[config.mk]
export PLATFORM = sky130hd
export DESIGN_NAME = mem_access_unit_flat
export DESIGN_NICKNAME = d
export VERILOG_FILES = /design/src/rtl/mem_access_unit_if.sv /design/src/rtl/mem_access_unit.sv /design/src/flat_wrapper.sv
export SDC_FILE = /design/constraint.sdc
export NUM_CORES = 1
export LEC_CHECK = 0
export CELL_PAD_IN_SITES_DETAIL_PLACEMENT = 0
export CELL_PAD_IN_SITES_GLOBAL_PLACEMENT = 2
export CORE_MARGIN = 8
export CORE_UTILIZATION = 29
export DETAILED_ROUTE_END_ITERATION = 10
export PLACE_DENSITY = 0.84
export SLEW_MARGIN = 20
export SYNTH_ARGS = -nofsm -noshare
export SYNTH_HDL_FRONTEND = slang
export SYNTH_SLANG_ARGS = --single-unit
export TNS_END_PERCENT = 100
[constraint.sdc]
create_clock -name clk -period 9.5 [get_ports clk]
set_input_delay 1.9 -clock clk [delete_from_list [all_inputs] [get_ports clk]]
set_output_delay 1.9 -clock clk [all_outputs]
set_load 0.05 [all_outputs]
[src/rtl/mem_access_unit_if.sv]
// rtl/mem_access_unit_if.sv - MEM-stage request / data-memory bus between pipeline and mem_access_unit
//
// Purpose : bundles the MEM-stage request, the data-memory port and the
//           load/status results into a single bus.
// Modports: master - MEM stage / memory side (drives req_*, dm_rdata, pc)
//           slave  - mem_access_unit (drives dm_*, load_*, stall, addr_err, err_sticky)
// Config  : MEM_TRACE_EN adds the pc signal.

interface mem_access_unit_if;
    logic        req_valid;
    logic [2:0]  req_op;
    logic [31:0] req_addr;
    logic [31:0] req_wdata;
`ifdef MEM_TRACE_EN
    logic [31:0] pc;
`endif
    logic [31:0] dm_rdata;
    logic [31:0] dm_addr;
    logic [31:0] dm_wdata;
    logic        dm_we;
    logic [31:0] load_data;
    logic        load_valid;
    logic        stall;
    logic        addr_err;
    logic        err_sticky;

    modport master (
`ifdef MEM_TRACE_EN
        output pc,
`endif
        output req_valid, req_op, req_addr, req_wdata, dm_rdata,
        input  dm_addr, dm_wdata, dm_we, load_data, load_valid,
        input  stall, addr_err, err_sticky
    );

    modport slave (
`ifdef MEM_TRACE_EN
        input  pc,
`endif
        input  req_valid, req_op, req_addr, req_wdata, dm_rdata,
        output dm_addr, dm_wdata, dm_we, load_data, load_valid,
        output stall, addr_err, err_sticky
    );
endinterface

[src/rtl/mem_access_unit.sv]
// rtl/mem_access_unit.sv - load/store front end with sub-word read-modify-write and address checking
//
// Purpose : decodes the MEM-stage load/store, drives the word-wide data
//           memory, extends load results, performs SH/SB as a two-cycle
//           read-modify-write (one stall cycle) and flags misaligned or
//           out-of-range accesses.
// Ports   : clk   - rising-edge clock
//           reset - asynchronous active-high reset
//           bus   - mem_access_unit_if.slave (request, DM port, load result,
//                   stall, addr_err, err_sticky; pc with MEM_TRACE_EN)
// Config  : MEM_TRACE_EN - adds the pc signal and prints a simulation-only
//           "@pc: *addr <= data" line for every DM write.

module mem_access_unit #(
    parameter int DM_SIZE = 3072
) (
    input  logic clk,
    input  logic reset,
    mem_access_unit_if.slave bus
);

    localparam logic [2:0] OP_LW  = 3'b000;
    localparam logic [2:0] OP_LH  = 3'b001;
    localparam logic [2:0] OP_LHU = 3'b010;
    localparam logic [2:0] OP_LB  = 3'b011;
    localparam logic [2:0] OP_LBU = 3'b100;
    localparam logic [2:0] OP_SW  = 3'b101;
    localparam logic [2:0] OP_SH  = 3'b110;
    localparam logic [2:0] OP_SB  = 3'b111;

    localparam logic [29:0] DM_LIMIT = 30'(DM_SIZE);

    typedef enum logic {IDLE, RMW_WR} state_t;

    state_t      state, next_state;
    logic [31:0] rmw_addr;
    logic [31:0] rmw_data;
    logic        err_q;
`ifdef MEM_TRACE_EN
    logic [31:0] pc_q;
`endif

    logic [31:0] dm_addr;
    logic [31:0] dm_wdata;
    logic        dm_we;
    logic [31:0] load_data;
    logic        load_valid;
    logic        stall;
    logic        addr_err;
    logic        capture;
    logic [31:0] merged;
    logic        misaligned;
    logic        out_of_range;
    logic [7:0]  rd_byte;
    logic [15:0] rd_half;

    // Lane selection is little-endian: byte lane 0 is bits 7:0.
    assign rd_byte = bus.dm_rdata[{bus.req_addr[1:0], 3'b000} +: 8];
    assign rd_half = bus.dm_rdata[{bus.req_addr[1], 4'b0000} +: 16];

    always_comb begin
        misaligned = 1'b0;
        case (bus.req_op)
            OP_LW, OP_SW:         misaligned = |bus.req_addr[1:0];
            OP_LH, OP_LHU, OP_SH: misaligned = bus.req_addr[0];
            default:              misaligned = 1'b0;
        endcase
        out_of_range = (bus.req_addr[31:2] >= DM_LIMIT);
    end

    always_comb begin
        next_state = state;
        dm_addr    = {bus.req_addr[31:2], 2'b00};
        dm_wdata   = bus.req_wdata;
        dm_we      = 1'b0;
        load_data  = 32'h0;
        load_valid = 1'b0;
        stall      = 1'b0;
        addr_err   = 1'b0;
        capture    = 1'b0;
        merged     = bus.dm_rdata;

        // Sub-word merge into the word currently read from DM.
        if (bus.req_op == OP_SB)
            merged[{bus.req_addr[1:0], 3'b000} +: 8] = bus.req_wdata[7:0];
        else
            merged[{bus.req_addr[1], 4'b0000} +: 16] = bus.req_wdata[15:0];

        if (reset) begin
            // Outputs go inactive as soon as reset rises, even mid-RMW.
            next_state = IDLE;
        end else if (state == RMW_WR) begin
            // The MEM stage still holds the same store here; req_* is ignored.
            dm_addr    = rmw_addr;
            dm_wdata   = rmw_data;
            dm_we      = 1'b1;
            next_state = IDLE;
        end else if (bus.req_valid) begin
            if (misaligned || out_of_range) begin
                addr_err = 1'b1;
            end else begin
                case (bus.req_op)
                    OP_LW: begin
                        load_valid = 1'b1;
                        load_data  = bus.dm_rdata;
                    end
                    OP_LH: begin
                        load_valid = 1'b1;
                        load_data  = {{16{rd_half[15]}}, rd_half};
                    end
                    OP_LHU: begin
                        load_valid = 1'b1;
                        load_data  = {16'h0, rd_half};
                    end
                    OP_LB: begin
                        load_valid = 1'b1;
                        load_data  = {{24{rd_byte[7]}}, rd_byte};
                    end
                    OP_LBU: begin
                        load_valid = 1'b1;
                        load_data  = {24'h0, rd_byte};
                    end
                    OP_SW: begin
                        dm_we = 1'b1;
                    end
                    default: begin
                        // SH/SB: read cycle; the merged word is written next cycle.
                        stall      = 1'b1;
                        capture    = 1'b1;
                        next_state = RMW_WR;
                    end
                endcase
            end
        end
    end

    always_ff @(posedge clk or posedge reset) begin
        if (reset) begin
            state    <= IDLE;
            rmw_addr <= 32'h0;
            rmw_data <= 32'h0;
            err_q    <= 1'b0;
`ifdef MEM_TRACE_EN
            pc_q     <= 32'h0;
`endif
        end else begin
            state <= next_state;
            if (capture) begin
                rmw_addr <= dm_addr;
                rmw_data <= merged;
`ifdef MEM_TRACE_EN
                pc_q     <= bus.pc;
`endif
            end
            if (addr_err)
                err_q <= 1'b1;
        end
    end

`ifdef MEM_TRACE_EN
    // Simulation-only write trace; a sub-word store reports the pc of its read cycle.
    always @(posedge clk) begin
        if (!reset && dm_we)
            $display("@%h: *%h <= %h", (state == RMW_WR) ? pc_q : bus.pc, dm_addr, dm_wdata);
    end
`endif

    assign bus.dm_addr    = dm_addr;
    assign bus.dm_wdata   = dm_wdata;
    assign bus.dm_we      = dm_we;
    assign bus.load_data  = load_data;
    assign bus.load_valid = load_valid;
    assign bus.stall      = stall;
    assign bus.addr_err   = addr_err;
    assign bus.err_sticky = err_q;

endmodule
[src/flat_wrapper.sv]
// flat-port wrapper written by rule: the top's interface ports become plain ports
module mem_access_unit_flat 
#(
    parameter int DM_SIZE = 3072
)
  (clk, reset, bus_req_valid, bus_req_op, bus_req_addr, bus_req_wdata, bus_dm_rdata, bus_dm_addr, bus_dm_wdata, bus_dm_we, bus_load_data, bus_load_valid, bus_stall, bus_addr_err, bus_err_sticky);
  mem_access_unit_if bus_i ();
  input  logic clk;
  input  logic reset;
  input wire logic [$bits(bus_i.req_valid)-1:0] bus_req_valid;
  input wire logic [$bits(bus_i.req_op)-1:0] bus_req_op;
  input wire logic [$bits(bus_i.req_addr)-1:0] bus_req_addr;
  input wire logic [$bits(bus_i.req_wdata)-1:0] bus_req_wdata;
  input wire logic [$bits(bus_i.dm_rdata)-1:0] bus_dm_rdata;
  output wire logic [$bits(bus_i.dm_addr)-1:0] bus_dm_addr;
  output wire logic [$bits(bus_i.dm_wdata)-1:0] bus_dm_wdata;
  output wire logic [$bits(bus_i.dm_we)-1:0] bus_dm_we;
  output wire logic [$bits(bus_i.load_data)-1:0] bus_load_data;
  output wire logic [$bits(bus_i.load_valid)-1:0] bus_load_valid;
  output wire logic [$bits(bus_i.stall)-1:0] bus_stall;
  output wire logic [$bits(bus_i.addr_err)-1:0] bus_addr_err;
  output wire logic [$bits(bus_i.err_sticky)-1:0] bus_err_sticky;
  assign bus_i.req_valid = bus_req_valid;
  assign bus_i.req_op = bus_req_op;
  assign bus_i.req_addr = bus_req_addr;
  assign bus_i.req_wdata = bus_req_wdata;
  assign bus_i.dm_rdata = bus_dm_rdata;
  assign bus_dm_addr = bus_i.dm_addr;
  assign bus_dm_wdata = bus_i.dm_wdata;
  assign bus_dm_we = bus_i.dm_we;
  assign bus_load_data = bus_i.load_data;
  assign bus_load_valid = bus_i.load_valid;
  assign bus_stall = bus_i.stall;
  assign bus_addr_err = bus_i.addr_err;
  assign bus_err_sticky = bus_i.err_sticky;
  mem_access_unit #(.DM_SIZE(DM_SIZE)) u_core (.clk(clk), .reset(reset), .bus(bus_i));
endmodule
# == Yosys cells after proc, flatten, opt, wreduce, memory -nomap -nowiden ==
# Index checks and enable logic that the tools add are counted.
# classes
n_addsub,2
magnitude_cmp,1
eq_ne,7
n_shift,6
muxes,32
reduce_logical,7
# ops
cell,n
2-to-1 mux 32 bit,9
one-hot mux 32 bit (5 select lines),1
bitwise mux 32 bit,2
"variable shift 16 x 7 -> 32 bit, first input constant",1
"variable shift 8 x 7 -> 32 bit, first input constant",1
variable part select 16 x 7 -> 32 bit,1
variable part select 32 x 6 -> 16 bit,1
variable part select 32 x 6 -> 8 bit,1
variable part select 8 x 7 -> 32 bit,1
"greater-or-equal comparator 30 x 12 -> 1 bit, second input constant",1
2-to-1 mux 1 bit,19
negator 5 -> 7 bit,2
"equality test 3 bit, second input constant",4
"equality test 3 x 2 -> 1 bit, second input constant",2
OR reduction 6 bit,1
OR reduction 5 bit,1
OR reduction 2 bit,2
"equality test 3 x 1 -> 1 bit, second input constant",1
logical NOT 3 bit,1
OR reduction 3 bit,1
one-hot mux 1 bit (2 select lines),1
logical OR 1 bit,1
# word_totals
register_bits,66
input_bits,102
out_inout_bits,101
elab_cells,59

# == Logic depth before layout (Yosys ltp) ==
# logic_depth
ltp_word,8
depth_mapped,9
mapped_depth_nobuf,6

# == Worst setup path before layout ==
# OpenSTA, ideal clock, no wires.
# synth_timing
path_type,input to output
start,input port bus_req_addr[0]
end,output port bus_load_data[1]
arrival_ns,4.224
t_required_ns,7.600
path_slack_ns,3.376
stages,7
n_path_buf,2
path_cell_list,clkbuf_1 -> inv_1 -> ha_1 -> o311a_4 -> nand4_1 -> clkbuf_1 -> a311oi_1
# synth_via
elab_chain_cells,7
elab_cells_between_ends,9
cone_classes,shift (1); mux (6); reduce/logical (2)
# synth_lines
item,line,rtl
from (decl),flat_wrapper.sv:12,input wire logic [$bits(bus_i.req_addr)-1:0] bus_req_addr;
branches (longest 3 deep; another with variable part select 32 x 6 -> 8 bit),-,
2-to-1 mux 32 bit (*),mem_access_unit.sv:99,if (misaligned || out_of_range) begin
2-to-1 mux 32 bit (*),mem_access_unit.sv:98,end else if (bus.req_valid) begin
2-to-1 mux 32 bit (*),mem_access_unit.sv:92,end else if (state == RMW_WR) begin
2-to-1 mux 32 bit (*),mem_access_unit.sv:89,if (reset) begin
to (decl),flat_wrapper.sv:18,output wire logic [$bits(bus_i.load_data)-1:0] bus_load_data;
# Every way passes the cells marked *.

# == Worst setup path in the final report ==
# layout_timing
start,input port bus_req_op[0]
end,output port bus_load_data[2]
# layout_via
elab_chain_cells,8
elab_cells_between_ends,16
cone_classes,eq/ne (6); mux (6); reduce/logical (4)
# layout_lines
item,line,rtl
from (decl),flat_wrapper.sv:11,input wire logic [$bits(bus_i.req_op)-1:0] bus_req_op;
"equality test 3 bit, or another cell as far along",mem_access_unit.sv:63,case (bus.req_op)
OR reduction 3 bit or OR reduction 2 bit (tied branches),mem_access_unit.sv:63,
one-hot mux 1 bit (2 select lines),mem_access_unit.sv:63,
logical OR 1 bit,mem_access_unit.sv:99,
2-to-1 mux 32 bit (*),mem_access_unit.sv:99,
2-to-1 mux 32 bit (*),mem_access_unit.sv:98,
2-to-1 mux 32 bit (*),mem_access_unit.sv:92,
2-to-1 mux 32 bit (*),mem_access_unit.sv:89,
# Every way passes the cells marked *; elsewhere a longest branch is shown, timed or not.

==> impl_metrics.csv <==
group,metric,value,unit
run_status,status,"finished, final reports clean",
cts,root_buffer,"clkbuf_16",
cts,cts_resized,0,
pwr,p_seq_share,33.0,%
cts,clockBufferDepth,2,
drt,routed_wl,19400,um
grt,gr-usage-met3,5.11,%
drt,routed_via_density,5.25,
critical_path,cp.required,7.60,ns
floorplan,chipWidth,152,um
floorplan,start_util,29.7,%
timing,fin_worst_skew,0.00447,ns
critical_path,r2r_end,"u_core.rmw_addr[9]",
pwr,power_frac_comb,28.0,%
pwr,power_density,110,nW/um2
floorplan,core_area,18000,um2
synthesis,yosysSeqAreaShare,30.8,%
floorplan,floorplan.rows,49,
grt,grt_busiest_layer,"met2",
cells_and_area,multiInputGateArea,3410,um2
grt,grt_max_degree,67,
worst_hold_path,min_from,"u_core.bus.err_sticky",
critical_path,worst_r2r_path_depth,4,
floorplan,die_h,152,um
grt,antenna_found_initial,0,
synthesis,synth-adder-area-share,1.17,%
grt,use_met2,26.8,%
timing,tightest_slew,1.05,ns
pwr,p_total,0.853,mW
synthesis,ys.flop_type,"dfrtp_1",
floorplan,die_area,23100,um2
cells_and_area,utilization,43.1,%
critical_path,cp-start-kind,"input pin",
cells_and_area,n_antenna_cell,0,
drt,drc,0,
drt,vias,4841,
cts,cts_hold_buf,0,
synthesis,synth-async-reset-ratio,100,%
pwr,power_leakage,3.10,nW
grt,grt_use_total,16.3,%
timing,fmax,0.145,GHz
cts,cts.sinks,66,
cts,clk_pin_slew_worst_paths,0.05,ns
pwr,power.internal,0.593,mW
grt,first_global_vias,5217,
critical_path,rr_startpoint,"u_core.state",
timing,fin_crit,6.89,ns
timing,rsz0062_at_grt,"no",
synthesis,synth_commonest_cells,"74 x mux2_2, 66 x dfrtp_1, 39 x nand2b_1, 32 x mux2_4",
worst_hold_path,whs_path_depth,1,
pwr,clockPowerShare,39.1,%
cells_and_area,fin_nets,795,
cells_and_area,drive_gt1_share,20.1,%
place,numPortBuffers,202,
cts,cts_tree,"done",
synthesis,syn_avg_cell_area,10.4,um2
worst_hold_path,hp-class,"flip-flop to flip-flop",
cells_and_area,seqCellArea,1650,um2
critical_path,critPathCaptureType,"output pin",
drt,drtIter0Drc,245,
cells_and_area,fillers,1732,
cts,htreeDepth,3,
synthesis,synth_area_leaders,"dfrtp_1 31%, mux2_2 16%, mux2_4 9.0%, mux2i_1 4.7%, nand2b_1 4.6%",
pwr,switching_share,30.4,%
cts,postCtsSetupBuffers,0,
synthesis,synthMuxAreaShare,29.6,%
synthesis,synth_top_family_by_area,"multiplexers",
cts,insertion_delay,0.33,ns
timing,hold_viol,0,
timing,fin_ws,2.61,ns
synthesis,synth_most_common_cell,"mux2_2",
critical_path,critPathKind,"input pin to output pin",
grt,grtUsageMet1,20.3,%
timing,tns,0,ns
synthesis,netlist.area_leader.share,30.8,%
synthesis,yosys.area_share.simple,14.6,%
place,gp_congestion,0.839,
timing,setup_violations,0,
critical_path,timing.reg2reg.setup_slack,6.99,ns
job,cap_violations,0,
pwr,power_switching,0.260,mW
cells_and_area,finalNonFillerCells,922,
place,post-place-ws,2.62,ns
critical_path,worstPathArrival,4.99,ns
synthesis,synth-compound-area-share,17.9,%
drt,firstDrtPassIters,4,
synthesis,synth_edf_count,0,
synthesis,ys_ff_latch,66,
timing,slew_viol_final,0,
worst_hold_path,whs_endpoint,"u_core.bus.err_sticky",
synthesis,synth_xor_area_share,0.164,%
synthesis,yosysTopAreaCell,"dfrtp_1",
floorplan,ioPinCount,203,
place,dp_hpwl,14700,um
synthesis,synth_area,5360,um2
critical_path,cp_max_fo,48,
synthesis,synth_nets,623,
timing,finalCritPeriodShare,72.5,%
timing,max_slew_margin,29.9,%
synthesis,synth_cells,516,
cells_and_area,area_growth,45.0,%
grt,grt_pass1_wl,30500,um
drt,wl_per_cell,21.1,um
cts,numCtsBuffers,9,
pwr,vdd_drop_max,0.0000845,V
drt,detail-route-antenna-nets,0,
synthesis,synth_warnings,0,
synthesis,synth_cell_type_count,51,
grt,grt_overflow,0,
place,placed_cells,906,
==> worst max-delay path, cell delays in order <==
cell             delay [ns]
clkdlybuf4s50_1        0.40
buf_4                  0.26
nor2_1                 0.61
and3_1                 0.39
o21ai_0                0.13
a311oi_1               0.40
clkdlybuf4s50_1        0.88
==> sequential cells by signal (all words and copies together), names as in the netlist <==
| register | cells |
|---|---|
| u_core.state | 1 |
| u_core.bus.err_sticky | 1 |
| u_core.rmw_addr | 32 |
| u_core.rmw_data | 32 |
==> area by class of cell <==
type / instances / share of cell area [%]
tap: 229 / 3.69
multi-input combinational: 390 / 43.9
clock inverter: 6 / 0.854
clock buffer: 10 / 3.08
timing repair buffer: 209 / 26.6
inverter: 12 / 0.580
sequential: 66 / 21.3
==> cells by family after synthesis <==
kind of cell,after synthesis
compound gates,126
xor+xnor,1
simple gates,126
buf+inv,60
mux,132
fa+ha+maj,5
flops,66
==> metal layers <==
metal  part of all wire (%)  wire (um)
met1                     44       8470
met3                    7.7       1500
met4                    2.0        382
met2                     47       9080
met5                      0          0
==> per-stage QoR <==
stage | hold WS (ns) | cell area [um2]
after detailed placement | 0.456 | 7460
after CTS | 0.473 | 7770
after floorplan | 0.455 | 5360
final | 0.477 | 7770
after global placement | 0.449 | 7460
after global routing | 0.487 | 7770
==> cells in the final DEF, fill, tap and decap left out, types with 2 or more instances in the layout <==
cell type	synthesis	layout
mux2_2	74	74
clkbuf_16	0	9
o21ai_1	2	2
a311oi_1	8	8
a31oi_1	16	16
a21oi_1	9	9
o21ai_0	9	9
nor2_1	10	10
mux2_4	32	32
nand3_1	4	4
ha_1	5	5
a22o_1	8	8
and3_1	6	6
clkinvlp_4	0	3
nor2b_1	24	23
a21o_1	18	18
nand2b_1	39	39
nor3b_1	10	10
a221o_1	8	8
nor4_1	4	4
and2_1	11	11
buf_4	4	7
nand4_1	2	2
dfrtp_1	66	66
nor3_1	7	7
mux2i_1	25	25
o2bb2ai_1	7	7
inv_1	12	11
a211oi_1	25	25
clkdlybuf4s50_1	0	201
a221oi_1	8	8
==> power by group through the flow <==
stage	Clock, mW	Sequential, mW	Combinational, mW
after floorplan	0	0.286	0.136
after CTS	0.344	0.281	0.239
after global placement	0	0.286	0.237
after detailed placement	0	0.286	0.238
after global routing	0.358	0.281	0.254
final	0.333	0.281	0.238
==> worst max path at each step <==
stage / start / endpoint / slack [ns] / cells past startpoint
after detailed placement: bus_req_op[0] / bus_load_data[4] / 2.62 / 7
after floorplan: bus_req_addr[0] / bus_load_data[1] / 3.38 / 7
final: bus_req_op[0] / bus_load_data[2] / 2.61 / 7
after global placement: bus_req_addr[1] / bus_load_data[4] / 2.72 / 9
after CTS: bus_req_op[0] / bus_load_data[4] / 2.63 / 7
after global routing: bus_req_op[0] / bus_load_data[6] / 2.41 / 7
(Power assumes the default switching activity.)
